## config.mk

```make
export PLATFORM = sky130hd
export DESIGN_NAME = mac_accum_q312
export DESIGN_NICKNAME = d
export VERILOG_FILES = /design/src/rtl/mac_accum_q312_pkg.sv /design/src/rtl/mac_accum_q312_sat_clip.sv /design/src/rtl/mac_accum_q312.sv
export SDC_FILE = /design/constraint.sdc
export NUM_CORES = 1
export LEC_CHECK = 0
export ABC_AREA = 1
export CORE_MARGIN = 2
export CORE_UTILIZATION = 55
export DETAILED_ROUTE_END_ITERATION = 6
export PLACE_DENSITY = 0.76
export SLEW_MARGIN = 20
export SYNTH_ARGS = -nofsm -noshare
export SYNTH_HDL_FRONTEND = slang
export SYNTH_SLANG_ARGS = --single-unit
```

## constraint.sdc

```tcl
create_clock -name clk -period 5 [get_ports clk]
set_input_delay 1.25 -clock clk [delete_from_list [all_inputs] [get_ports clk]]
set_output_delay 1.25 -clock clk [all_outputs]
set_load 0.01 [all_outputs]
```

## src/rtl/mac_accum_q312_pkg.sv

```systemverilog
// ---------------------------------------------------------------------------
// mac_pkg
// Shared constants for the Q3.12 multiply-accumulate engine and its
// saturator: operand/result formats, saturation rails, and a helper that
// gives the smallest accumulator width that can never wrap for a given
// vector length.
// ---------------------------------------------------------------------------
package mac_pkg;

   // Operand format: signed Q3.12
   localparam int OP_W     = 16;
   localparam int OP_FRAC  = 12;

   // Result format: signed Q7.24 (product of two Q3.12 values lands on 24
   // fractional bits, so no realignment is needed between product and sum)
   localparam int OUT_W    = 32;
   localparam int OUT_FRAC = 24;

   localparam logic [OUT_W-1:0] SAT_MAX = 32'h7FFF_FFFF;
   localparam logic [OUT_W-1:0] SAT_MIN = 32'h8000_0000;

   // Each product fits in 32 bits; summing len of them needs clog2(len)
   // extra bits, plus one more so a bias term can never push it over.
   function automatic int min_acc_w(input int len);
      return OUT_W + $clog2(len) + 1;
   endfunction

endpackage

```

## src/rtl/mac_accum_q312_sat_clip.sv

```systemverilog
// ---------------------------------------------------------------------------
// sat_clip
// Combinational clip of a wide signed accumulator value to 32-bit signed.
// Ports:
//   din  - ACC_W-bit signed value
//   dout - value clipped to [SAT_MIN, SAT_MAX]
//   ovf  - set when din lies outside the 32-bit signed range
// ---------------------------------------------------------------------------
module sat_clip
   import mac_pkg::*;
#(
   parameter int ACC_W = 42
) (
   input  logic signed [ACC_W-1:0] din,
   output logic        [OUT_W-1:0] dout,
   output logic                    ovf
);

   // The value fits in 32 bits exactly when every bit from the 32-bit sign
   // position upwards agrees; any disagreement means it overflowed, and the
   // true sign (top bit) picks which rail to clamp to.
   always_comb begin
      ovf  = !((&din[ACC_W-1:OUT_W-1]) || !(|din[ACC_W-1:OUT_W-1]));
      dout = din[OUT_W-1:0];
      if (ovf) begin
         dout = din[ACC_W-1] ? SAT_MIN : SAT_MAX;
      end
   end

endmodule

```

## src/rtl/mac_accum_q312.sv

```systemverilog
// ---------------------------------------------------------------------------
// mac_accum_q312
// Streaming dot-product engine: multiply-accumulates LEN pairs of signed
// Q3.12 operands and emits one saturated signed Q7.24 sum per vector.
// Optional feature macro: MAC_ACCUM_BIAS_EN (adds a Q7.24 bias port that
// seeds the sum, sampled on the first beat of each vector).
// Ports:
//   clk, rst_n          - clock, asynchronous active-low reset
//   in_valid / in_ready - operand pair handshake (in_a, in_w are Q3.12)
//   out_valid/out_ready - result handshake
//   out_data            - saturated Q7.24 dot product
//   out_sat             - saturation occurred for this result
//   bias                - (MAC_ACCUM_BIAS_EN only) Q7.24 starting value
//   busy                - a vector is partially accumulated
// ---------------------------------------------------------------------------
module mac_accum_q312
   import mac_pkg::*;
#(
   parameter int LEN   = 4,
   parameter int ACC_W = 42
) (
   input  logic              clk,
   input  logic              rst_n,
   input  logic              in_valid,
   output logic              in_ready,
   input  logic [OP_W-1:0]   in_a,
   input  logic [OP_W-1:0]   in_w,
   output logic              out_valid,
   input  logic              out_ready,
   output logic [OUT_W-1:0]  out_data,
   output logic              out_sat,
`ifdef MAC_ACCUM_BIAS_EN
   input  logic [OUT_W-1:0]  bias,
`endif
   output logic              busy
);

   localparam int CNT_W = (LEN > 1) ? $clog2(LEN) : 1;
   localparam logic [CNT_W-1:0] CNT_LAST = CNT_W'(LEN - 1);

   // Refuse to build a configuration whose accumulator could wrap, or whose
   // formats no longer line up product-to-result without a shift.
   if ((ACC_W < min_acc_w(LEN)) || (2 * OP_FRAC != OUT_FRAC)) begin : g_bad_cfg
      $error("mac_accum_q312: ACC_W too small for LEN or format mismatch");
   end

   logic [CNT_W-1:0]        cnt;
   logic signed [ACC_W-1:0] acc;
   logic signed [OUT_W-1:0] prod;
   logic signed [ACC_W-1:0] prod_ext;
   logic signed [ACC_W-1:0] base;
   logic signed [ACC_W-1:0] sum;
   logic [OUT_W-1:0]        sum_sat;
   logic                    sum_ovf;
   logic                    beat;
   logic                    last;

   // No skid buffer: a new pair is only taken when the output register is
   // empty or is being drained in this same cycle.
   assign in_ready = !out_valid || out_ready;
   assign beat     = in_valid && in_ready;
   assign last     = (cnt == CNT_LAST);
   assign busy     = (cnt != '0);

   assign prod     = $signed(in_a) * $signed(in_w);
   assign prod_ext = {{(ACC_W-OUT_W){prod[OUT_W-1]}}, prod};

`ifdef MAC_ACCUM_BIAS_EN
   assign base = {{(ACC_W-OUT_W){bias[OUT_W-1]}}, bias};
`else
   assign base = '0;
`endif

   // The first beat of a vector starts from base rather than the stale acc,
   // which also covers LEN=1 where every beat is both first and last.
   assign sum = ((cnt == '0) ? base : acc) + prod_ext;

   sat_clip #(
      .ACC_W (ACC_W)
   ) u_sat_clip (
      .din  (sum),
      .dout (sum_sat),
      .ovf  (sum_ovf)
   );

   // Beat counter and running sum. On the last beat the sum goes to the
   // output register instead, and acc is cleared ready for the next vector.
   // Stalled cycles (no beat) leave both untouched.
   always_ff @(posedge clk or negedge rst_n) begin
      if (!rst_n) begin
         cnt <= '0;
         acc <= '0;
      end else if (beat) begin
         if (last) begin
            cnt <= '0;
            acc <= '0;
         end else begin
            cnt <= cnt + 1'b1;
            acc <= sum;
         end
      end
   end

   // Output register. A last beat always loads a fresh result, even in the
   // same cycle the previous one drains, so back-to-back vectors lose no
   // cycles. Otherwise data and flag stay frozen until they are taken.
   always_ff @(posedge clk or negedge rst_n) begin
      if (!rst_n) begin
         out_valid <= 1'b0;
         out_data  <= '0;
         out_sat   <= 1'b0;
      end else if (beat && last) begin
         out_valid <= 1'b1;
         out_data  <= sum_sat;
         out_sat   <= sum_ovf;
      end else if (out_valid && out_ready) begin
         out_valid <= 1'b0;
      end
   end

endmodule

```

Word-level counts from Yosys, hierarchy flattened
Cells that the tools add are included.

Bits in registers: 78. Logic and storage cells: 29.

Add/subtract/negate cells: 2. Multiply operators: 1. Equality and inequality tests: 1. Multiplexer cells: 7. Reduce and logical (&&, ||, !) cells: 13.

Operators by type and width (count): $mux W42 (2); $mux W32 (2); $add A42 B32 Y42 (1); $mul A16 B16 Y32 (1); $reduce_and A11 Y1 (1); $reduce_or A11 Y1 (1); $reduce_bool A2 Y1 (2); $logic_and A1 B1 Y1 (3); $logic_not A1 Y1 (3); $add A2 B1 Y2 const B (1); $eq A2 B2 Y1 const B (1); $logic_not A2 Y1 (1); $logic_or A1 B1 Y1 (2); $mux W1 (2); $mux W2 (1).

Depth between registers and ports, before layout
Gate-level depths: netlist of the first run.

Depth in word-level cells: 7. Gate-level depth with buffers: 39.

Hierarchy
Synthesis of the first run repeated with hierarchy kept, for this count alone.

Cells, all modules: 2313. Area total of the unflattened synthesis: 17738.3 µm².

By module, submodules not included: mac_accum_q312 (instances 1, cells an instance 2222, area an instance 17317.9 µm²); sat_clip (instances 1, cells an instance 91, area an instance 420.4 µm²).

Worst setup path before layout of the first run
OpenSTA, ideal clock, no wires.

Path type: input to register. Start: in in_w[5]. End: reg out_data[14]. Library setup time: 0.117 ns. Data arrival time: 7.375 ns. Setup slack: -2.492 ns. Stages: 31. Buffers on the path: 3. Cell sequence: clkbuf_1 clkbuf_1 nand2_1 fa_1 inv_1 fa_1 fa_1 inv_1 fa_1 inv_1 fa_1 inv_1 fa_1 inv_1 ha_1 nand2_2 nor2_1 inv_2 nor3_4 nand3_2 nand3_2 nand2_1 nand2_1 nand2_1 nor2_1 nand3_2 nand3_2 buf_6 nand2_1 nand2_1 nand2_1.

Cells in the longest elaborated chain, start to end: 6.

Ends and longest elaborated chain: from (decl) (RTL line mac_accum_q312.sv:27) `input logic [OP_W-1:0] in_w,`; $mul A16 B16 Y32 (*) (RTL line mac_accum_q312.sv:65) `assign prod = $signed(in_a) * $signed(in_w);`; $add A42 B32 Y42 (*) (RTL line mac_accum_q312.sv:76) `assign sum = ((cnt == '0) ? base : acc) + prod_ext;`; $reduce_or A11 Y1 (RTL line mac_accum_q312_sat_clip.sv:23) `ovf = !((&din[ACC_W-1:OUT_W-1]) || !(|din[ACC_W-1:OUT_W-1]));`; $logic_not A1 Y1 (RTL line mac_accum_q312_sat_clip.sv:23); $logic_or A1 B1 Y1 (RTL line mac_accum_q312_sat_clip.sv:23); $mux W32 (*) (RTL line mac_accum_q312_sat_clip.sv:25) `if (ovf) begin`; to (signal assigned) (RTL line mac_accum_q312.sv:114) `out_data <= sum_sat;`; to (decl) (RTL line mac_accum_q312.sv:30) `output logic [OUT_W-1:0] out_data,`.

Mark *: on every way between the ends. The rest lies on a longest branch, timed or not. A chain may end at the register's enable or synchronous reset.

Final worst setup path of the first run
Start: in in_a[15]. End: reg out_data[26].

Cells in the longest elaborated chain, start to end: 6.

Ends and longest elaborated chain: from (decl) (RTL line mac_accum_q312.sv:26) `input logic [OP_W-1:0] in_a,`; $mul A16 B16 Y32 (*) (RTL line mac_accum_q312.sv:65); $add A42 B32 Y42 (*) (RTL line mac_accum_q312.sv:76); $reduce_or A11 Y1 (RTL line mac_accum_q312_sat_clip.sv:23); $logic_not A1 Y1 (RTL line mac_accum_q312_sat_clip.sv:23); $logic_or A1 B1 Y1 (RTL line mac_accum_q312_sat_clip.sv:23); $mux W32 (*) (RTL line mac_accum_q312_sat_clip.sv:25).

Marked as above.

==> results by stage, run 1 <==
Clocking:
- Counting along the longest clock path gives a buffer depth of 2.
- TritonCTS built the clock tree.
- The H-tree depth is 3.
- The number of sinks on the clock net is 78.
- The source-to-sink clock delay at the later pin of the worst-skew pair is 0.36 ns.
- The buffer type at the clock tree root is sky130_fd_sc_hd__clkbuf_16.
- Counting the buffers created by CTS gives 9.
- The clock-pin slew on the worst setup and hold paths is 0.07 ns.

GRT:
- The first global-routing pass estimated 98.0 mm of wire.
- The number of global-route vias before repair is 18500.
- For this run the aggregate overflow at the end of global routing stands at 0.
- Entering global routing, the biggest net connects 79 pins.
- The overall global routing resource usage is 38.1%.
- The number of antenna violations at the first check in global routing is 0.

Routing:
- The vias per cell is 5.40.
- The first detailed-routing pass ran for 5 iterations.
- The routed wire length is 63.5 mm.
- For this block, the initial DRC count from the detailed router was 1437.
- The average wire length per cell after detail routing is 20.0 um.
- The residual antenna-violating net count after detailed routing is 0.
- The number of remaining DRC errors is 0.
- The routed via count is 17100.

STA:
- The number of hold violations in the final report is 0.
- Setup violations remaining at the end of the flow were counted as 69.
- For the pin with the worst max-slew slack, the measured transition is 1.05 ns.
- For the final database, setup skew stands at 0.00785 ns.
- The count of pins over their slew limit is 0.
- Dividing the final minimum period by the clock period gives 143%.
- The relative slew slack is 29.8%.
- The worst path in the final design needs a cycle of 7.14 ns, including I/O delays and setup.
- The worst slack on hold paths is 0.489 ns.
- Setup slack on the critical path of the routed design comes to -2.14 ns.
- Static timing analysis puts the maximum clock frequency at 0.140 GHz.
- Setup repair after global routing could not meet its margin everywhere.

Synthesis:
- Synthesis handed over a netlist of 2336 instances.
- The cell taking the most area after synthesis is sky130_fd_sc_hd__fa_1.
- The average instance in the mapped netlist occupies 7.56 um^2.
- The net count after synthesis is 2831.
- The share of Yosys cell area claimed by the top area cell type is 38.3%.
- The count of distinct cell types in the synthesized netlist is 38.
- The synthesis warning total is 0.
- The sequential fraction of the synthesis area is 11.1%.
- The flip-flop and latch count after synthesis is 78.
- Ranked by total cell area, the synthesized netlist is headed by sky130_fd_sc_hd__fa_1 38%, sky130_fd_sc_hd__nand2_1 15%, sky130_fd_sc_hd__inv_1 15%.
- The post-synthesis instance area is 17700 um^2.

Place:
- Summing all placed instances gives a cell area of 21600 um^2.
- The final weighted congestion in routability-driven placement is 0.947.
- The number of I/O port buffers is 71.
- In this run, placement finished with an instance count of 3005.
- The half-perimeter wire length after placement is 42.1 mm.

Worst setup path:
- The peak fanout along the critical path is 8.
- The class of the most critical setup path is in2reg.
- The most common cell type on the critical path is sky130_fd_sc_hd__nand2_1.
- Data arrives at the worst endpoint at 7.38 ns.
- For the worst setup path, the data required time is 5.24 ns.
- The worst stage delay on the critical path is 0.62 ns.
- In this run the worst setup path begins at in_a[15].
- The start of the worst register-to-register path is cnt[1].
- STA classifies the critical path endpoint as a flop.
- The slowest stage of the critical path is the sky130_fd_sc_hd__fa_2 cell.
- STA classifies the critical path startpoint as an input pin.

Floorplan:
- Pin placement for this block handled 72 I/O pins.
- The initial standard-cell utilization of the core is 56.0%.
- The die is 183 um wide.
- The die covers 33600 um^2.
- The overall die height is 183 um.
- The number of cell rows is 65.
- The core region is 31600 um^2.

Worst hold path:
- The worst min-delay path class is reg2reg.
- The worst hold path begins at out_data[22].

Status:
- The flow ran to the end, but the final reports show violations.
- The checks that failed: setup timing.

Final layout:
- The post-route netlist has 35.1% of its cells at a drive strength greater than 1.
- The layout overhead on the synthesized area is 45.1%.
- For this run, the post-layout net count is 3257.
- Once layout is done, the placed cells without fillers occupy 25600 um^2.
- The final instance count without filler cells is 3169.
- The repair_antennas step left the layout with diodes totalling 0.

Flow run:
- Across the run, the number of max-cap violations was 0.
-- metal layers --
metal,vias to the layer above,GRT usage (%),wire [um]
li1,7467,-,-
met1,8397,46.2,22800
met2,916,64.1,31400
met3,337,7.35,4860
met4,0,21.1,4390
met5,-,0,0
-- area by class of cell --
| cell class | count | area [um^2] |
|---|---|---|
| Inverter | 689 | 2610 |
| Clock buffer | 9 | 225 |
| Sequential cell | 78 | 1950 |
| Fill cell | 1825 | 5920 |
| Timing Repair Buffer | 498 | 5060 |
| Multi-Input combinational cell | 1486 | 15200 |
| Clock inverter | 7 | 65.1 |
| Tap cell | 402 | 503 |
-- through the flow --
stage                     setup slack (ns)  TNS (ns)  utilization, %
after global routing                 -2.39   -130.21            81.2
after detailed placement             -2.94   -172.05            68.5
after CTS                            -1.98   -108.65            78.6
final                                -2.14   -117.72            81.2
after floorplan                      -1.89    -95.27               -
after global placement               -2.84   -167.04            68.5
-- synthesized netlist by cell type, drive strengths merged --
master and n:
o22ai 30, o211ai 2, nor4 1, a21oi 31
o21ai 25, nor3 7, buf 8, inv 687
and3 1, xnor2 20, nand3b 1, nand4 14
dlygate4sd1 1, ha 121, a21o 1, clkbuf 77
o31ai 1, nor2 122, nand3 35, and2 1
nand2 714, or2 2, clkinv 2, fa 338
xor2 11, o21bai 5, dfrtp 78
-- worst max-delay path, delay by kind of cell --
kind | cells | cell delay, ns
adder cells (fa/ha/maj) | 7 | 3.42
AND/OR/NAND/NOR | 15 | 1.38
AO/OA/AOI/OAI | 1 | 0.15
buffers and inverters | 11 | 1.18
-- state kept, by name (all words and copies together) (netlist names) --
register / flops
out_data: 32
cnt: 2
acc: 42
out_valid: 1
out_sat: 1
-- kinds of logic (layout without fill, tap and decap cells) --
family                     Yosys count  in the layout  synth area share, %
AOI/OAI and AO/OA                   95             95                 3.03
xor gates and xnor gates            31             31                 1.54
adders and majority gates          459            459                 46.9
buffers and inverters              775           1203                 17.0
DFF                                 78             78                 11.1
and+or+nand+nor                    898            901                 20.5
-- placed cells by master, fill, tap and decap left out, types with 39 or more instances in the layout --
cell                              instances
sky130_fd_sc_hd__inv_1                  590
sky130_fd_sc_hd__nand2_1                540
sky130_fd_sc_hd__fa_1                   307
sky130_fd_sc_hd__buf_4                  260
sky130_fd_sc_hd__buf_6                  124
sky130_fd_sc_hd__nand2_2                120
sky130_fd_sc_hd__inv_2                   90
sky130_fd_sc_hd__ha_1                    81
sky130_fd_sc_hd__dfrtp_1                 78
sky130_fd_sc_hd__nor2_1                  71
sky130_fd_sc_hd__nand2_4                 44
sky130_fd_sc_hd__clkdlybuf4s50_1         39
-- final timing paths --
kind / endpoint / slack [ns] / cells after the start
max in group asynchronous: acc[41] / 3.55 / 1
hold reg to reg: out_data[22] / 0.49 / 2
setup reg to reg: out_data[6] / -1.08 / 31
hold / removal: out_data[22] / 0.49 / 2
setup / recovery: out_data[26] / -2.14 / 34
min in group asynchronous: acc[3] / 0.94 / 1
-- timing repair --
action | 4_1_cts | 5_1_grt
endpoints found under the setup margin | 71 | 69
gates resized for setup | 563 | 200
cloned | 17 | 1
pin swaps | 193 | 151
hold buffers | 0 | 0
setup buffers | 113 | 44
Power of run 1 is not shown: default switching activity piles up to over one toggle a cycle in this logic, so the estimate is an artifact.
==> inputs of run 2 (changes only) <==
--- a/config.mk
+++ b/config.mk
@@ -9,6 +9,7 @@
 export CORE_MARGIN = 2
 export CORE_UTILIZATION = 55
 export DETAILED_ROUTE_END_ITERATION = 6
+export HOLD_SLACK_MARGIN = 0.15
 export PLACE_DENSITY = 0.76
 export SLEW_MARGIN = 20
 export SYNTH_ARGS = -nofsm -noshare
==> results of run 2 <==
Final layout, timing and power as in run 1 (identical DEF).
Power of run 2 is left out for the same reason.
==> inputs of run 3 (changes only) <==
--- a/config.mk
+++ b/config.mk
@@ -9,6 +9,7 @@
 export CORE_MARGIN = 2
 export CORE_UTILIZATION = 55
 export DETAILED_ROUTE_END_ITERATION = 6
+export GPL_ROUTABILITY_DRIVEN = 0
 export HOLD_SLACK_MARGIN = 0.15
 export PLACE_DENSITY = 0.76
 export SLEW_MARGIN = 20
==> results by stage, run 3 (same netlist as run 1, synthesis figures left out) <==
Place:
- The pre-CTS setup slack is -2.80 ns.
- After detailed placement, the design holds a cell count of 2983.
- The wire-length estimate of the detail-placed layout is 40.8 mm.
- Port buffering added 71 buffers.

Worst setup path:
- The worst stage delay on the critical path is 0.56 ns.
- The most common cell type on the critical path is sky130_fd_sc_hd__nand2_1.
- The critical path required time is 5.25 ns.
- The peak fanout along the critical path is 7.
- The element type at the critical path end is a flop.
- For the worst setup path, the data arrival time is 7.56 ns.
- The startpoint type of the worst setup path is an input pin.
- The slowest cell on the critical path is sky130_fd_sc_hd__fa_1.
- The class of the most critical setup path is in2reg.

Clocking:
- The maximum root-to-sink buffer count is 2.
- The H-tree depth is 3.
- In this run the clock root is driven by a sky130_fd_sc_hd__clkbuf_16.
- The TritonCTS clock tree is yes.
- After clock tree synthesis, the clock-pin slew on the worst setup and hold paths is 0.07 ns.
- The number of sinks on the clock net is 78.
- The source-to-sink clock delay at the later pin of the worst-skew pair is 0.37 ns.
- Counting the buffers created by CTS gives 9.

STA:
- The worst clock skew on the final layout is 0.0139 ns.
- The count of pins over their slew limit is 0.
- The worst slack on hold paths is 0.483 ns.
- Setup total negative slack on the finished layout was measured at -125.13 ns.
- Setup repair after global routing could not meet its margin everywhere.
- The number of hold violations in the final report is 0.
- The worst path uses 146% of the clock period.
- The worst path in the final design needs a cycle of 7.31 ns, including I/O delays and setup.
- The worst path setup slack after routing is -2.31 ns.
- Setup violations remaining at the end of the flow were counted as 69.
- At the pin with the least slew margin, the transition time is 1.39 ns.
- For this run, the top clock speed supported by timing is 0.137 GHz.
- The worst pin sits at a relative slew slack of 6.75%.

Final layout:
- The antenna cell count is 0.
- The fraction of final layout cells sized beyond drive strength 1 is 33.6%.
- In the final layout, flip-flops and latches occupy 1950 um^2.
- The flip-flop count of the largest register, all copies and words added is 42.
- The final instance count without filler cells is 3118.
- More flip-flops sit in one register than any other, and that register is acc.
- In the final design database the tool counted 3206 nets.
- The filler cells instantiated in the layout total 1710.
- The library cells used most frequently in the layout, excluding fill and tap cells, are 586 x sky130_fd_sc_hd__inv_1, 540 x sky130_fd_sc_hd__nand2_1, 314 x sky130_fd_sc_hd__fa_1, 257 x sky130_fd_sc_hd__buf_4, 109 x sky130_fd_sc_hd__nand2_2.
- The library cell used most frequently in the layout, excluding fill and tap cells, is sky130_fd_sc_hd__inv_1.
- Compared with the post-synthesis result, the final layout area differs by 40.7%.
- The multi-input gate area in the final layout is 15000 um^2.
- In the final layout, the registers with the most flip-flops are acc (42), out_data (32), cnt (2).

Routing:
- In the final routed layout, each cell accounts on average for 22.1 um.
- The vias per cell is 5.83.
- The starting DRC count in detailed routing is 2179.
- Summing over every cut layer, the via total after detailed routing is 18200.
- For this block, the routed nets add up to 68.8 mm of wire.
- The count of nets left with antenna violations once routing finished came out at 0.
- The number of remaining DRC errors is 112.
- The pre-antenna-repair detailed-routing pass consisted of 7 iterations.

GRT:
- The total overflow left after global routing is 0.
- The overall global routing resource usage is 34.6%.
- The first global-routing pass estimated 90.6 mm of wire.
- The number of antenna violations at the first check in global routing came to 1.
- Entering global routing, the biggest net connects 79 pins.
- The number of global-route vias before repair is 18100.

Floorplan:
- The x dimension of the die is 183 um.
- The die covers 33600 um^2.
- The overall die height is 183 um.
- The area of the core is 31600 um^2.
- Pin placement for this block handled 72 I/O pins.
- The initial utilization of the core area, before any placement, comes to 56.0%.
- The floorplan has 65 rows.

Status:
- The run finished, with violations left.
- The checks that failed: DRC, setup timing.

Worst hold path:
- The worst min-delay path class is reg2reg.

Flow run:
- Across the run, the number of max-cap violations was 0.
## run 3: changes by cell type in the layout (fill, tap and decap cells not counted), sizes merged
cell,change
buf,-48
clkbuf,+3
nand2,-3
inv,-2
bufbuf,-1
clkdlybuf4s15,-1
clkdlybuf4s50,-1
clkinv,+1
clkinvlp,+1
## run 3: final timing paths
path,startpoint,end,slack [ns],depth (start not counted)
setup / recovery,in_w[6],out_data[23],-2.31,36
min in group asynchronous,rst_n,acc[7],0.81,1
hold reg to reg,out_data[1],out_data[1],0.48,2
hold / removal,out_data[1],out_data[1],0.48,2
max in group asynchronous,rst_n,acc[41],3.57,2
setup reg to reg,cnt[0],out_data[23],-1.32,33
## run 3: routing by layer
layer	global-route usage [%]	part of all wire, %	vias up
li1	-	-	7359
met1	41.4	33	8738
met2	58.9	46	1416
met3	5.60	10	658
met4	20.8	11	2
met5	0	0.012	-
## run 3: repair_timing
action                                  4_1_cts  5_1_grt
pin swaps                                   103      190
resized for setup                           361      331
endpoints found under the setup margin       71       69
hold buffers                                  0        0
setup buffers                                64       39
cloned                                       17        3
## run 3: layout make-up
type	instances	area share, %
clock inverters	7	0.232
multi-input cells	1483	60.3
repair buffers	450	18.1
well taps	402	2.02
flip-flops and latches	78	7.86
inverters	689	10.5
clock buffers	9	0.907
## run 3: per-stage QoR
stage / utilization [%] / area (um^2)
after global placement: 68.1 / 21500
after detailed placement: 68.1 / 21500
after floorplan: - / 18900
after CTS: 74.2 / 23400
after global routing: 78.7 / 24800
final: 78.7 / 24800
## run 3: worst max-delay path: cells and delay by family
| family | cells | cell delay [ns] |
|---|---|---|
| AND/OR/NAND/NOR | 17 | 1.79 |
| adder cells (fa/ha/maj) | 7 | 3.56 |
| buffers and inverters | 12 | 0.95 |
Power of run 3 is left out for the same reason.
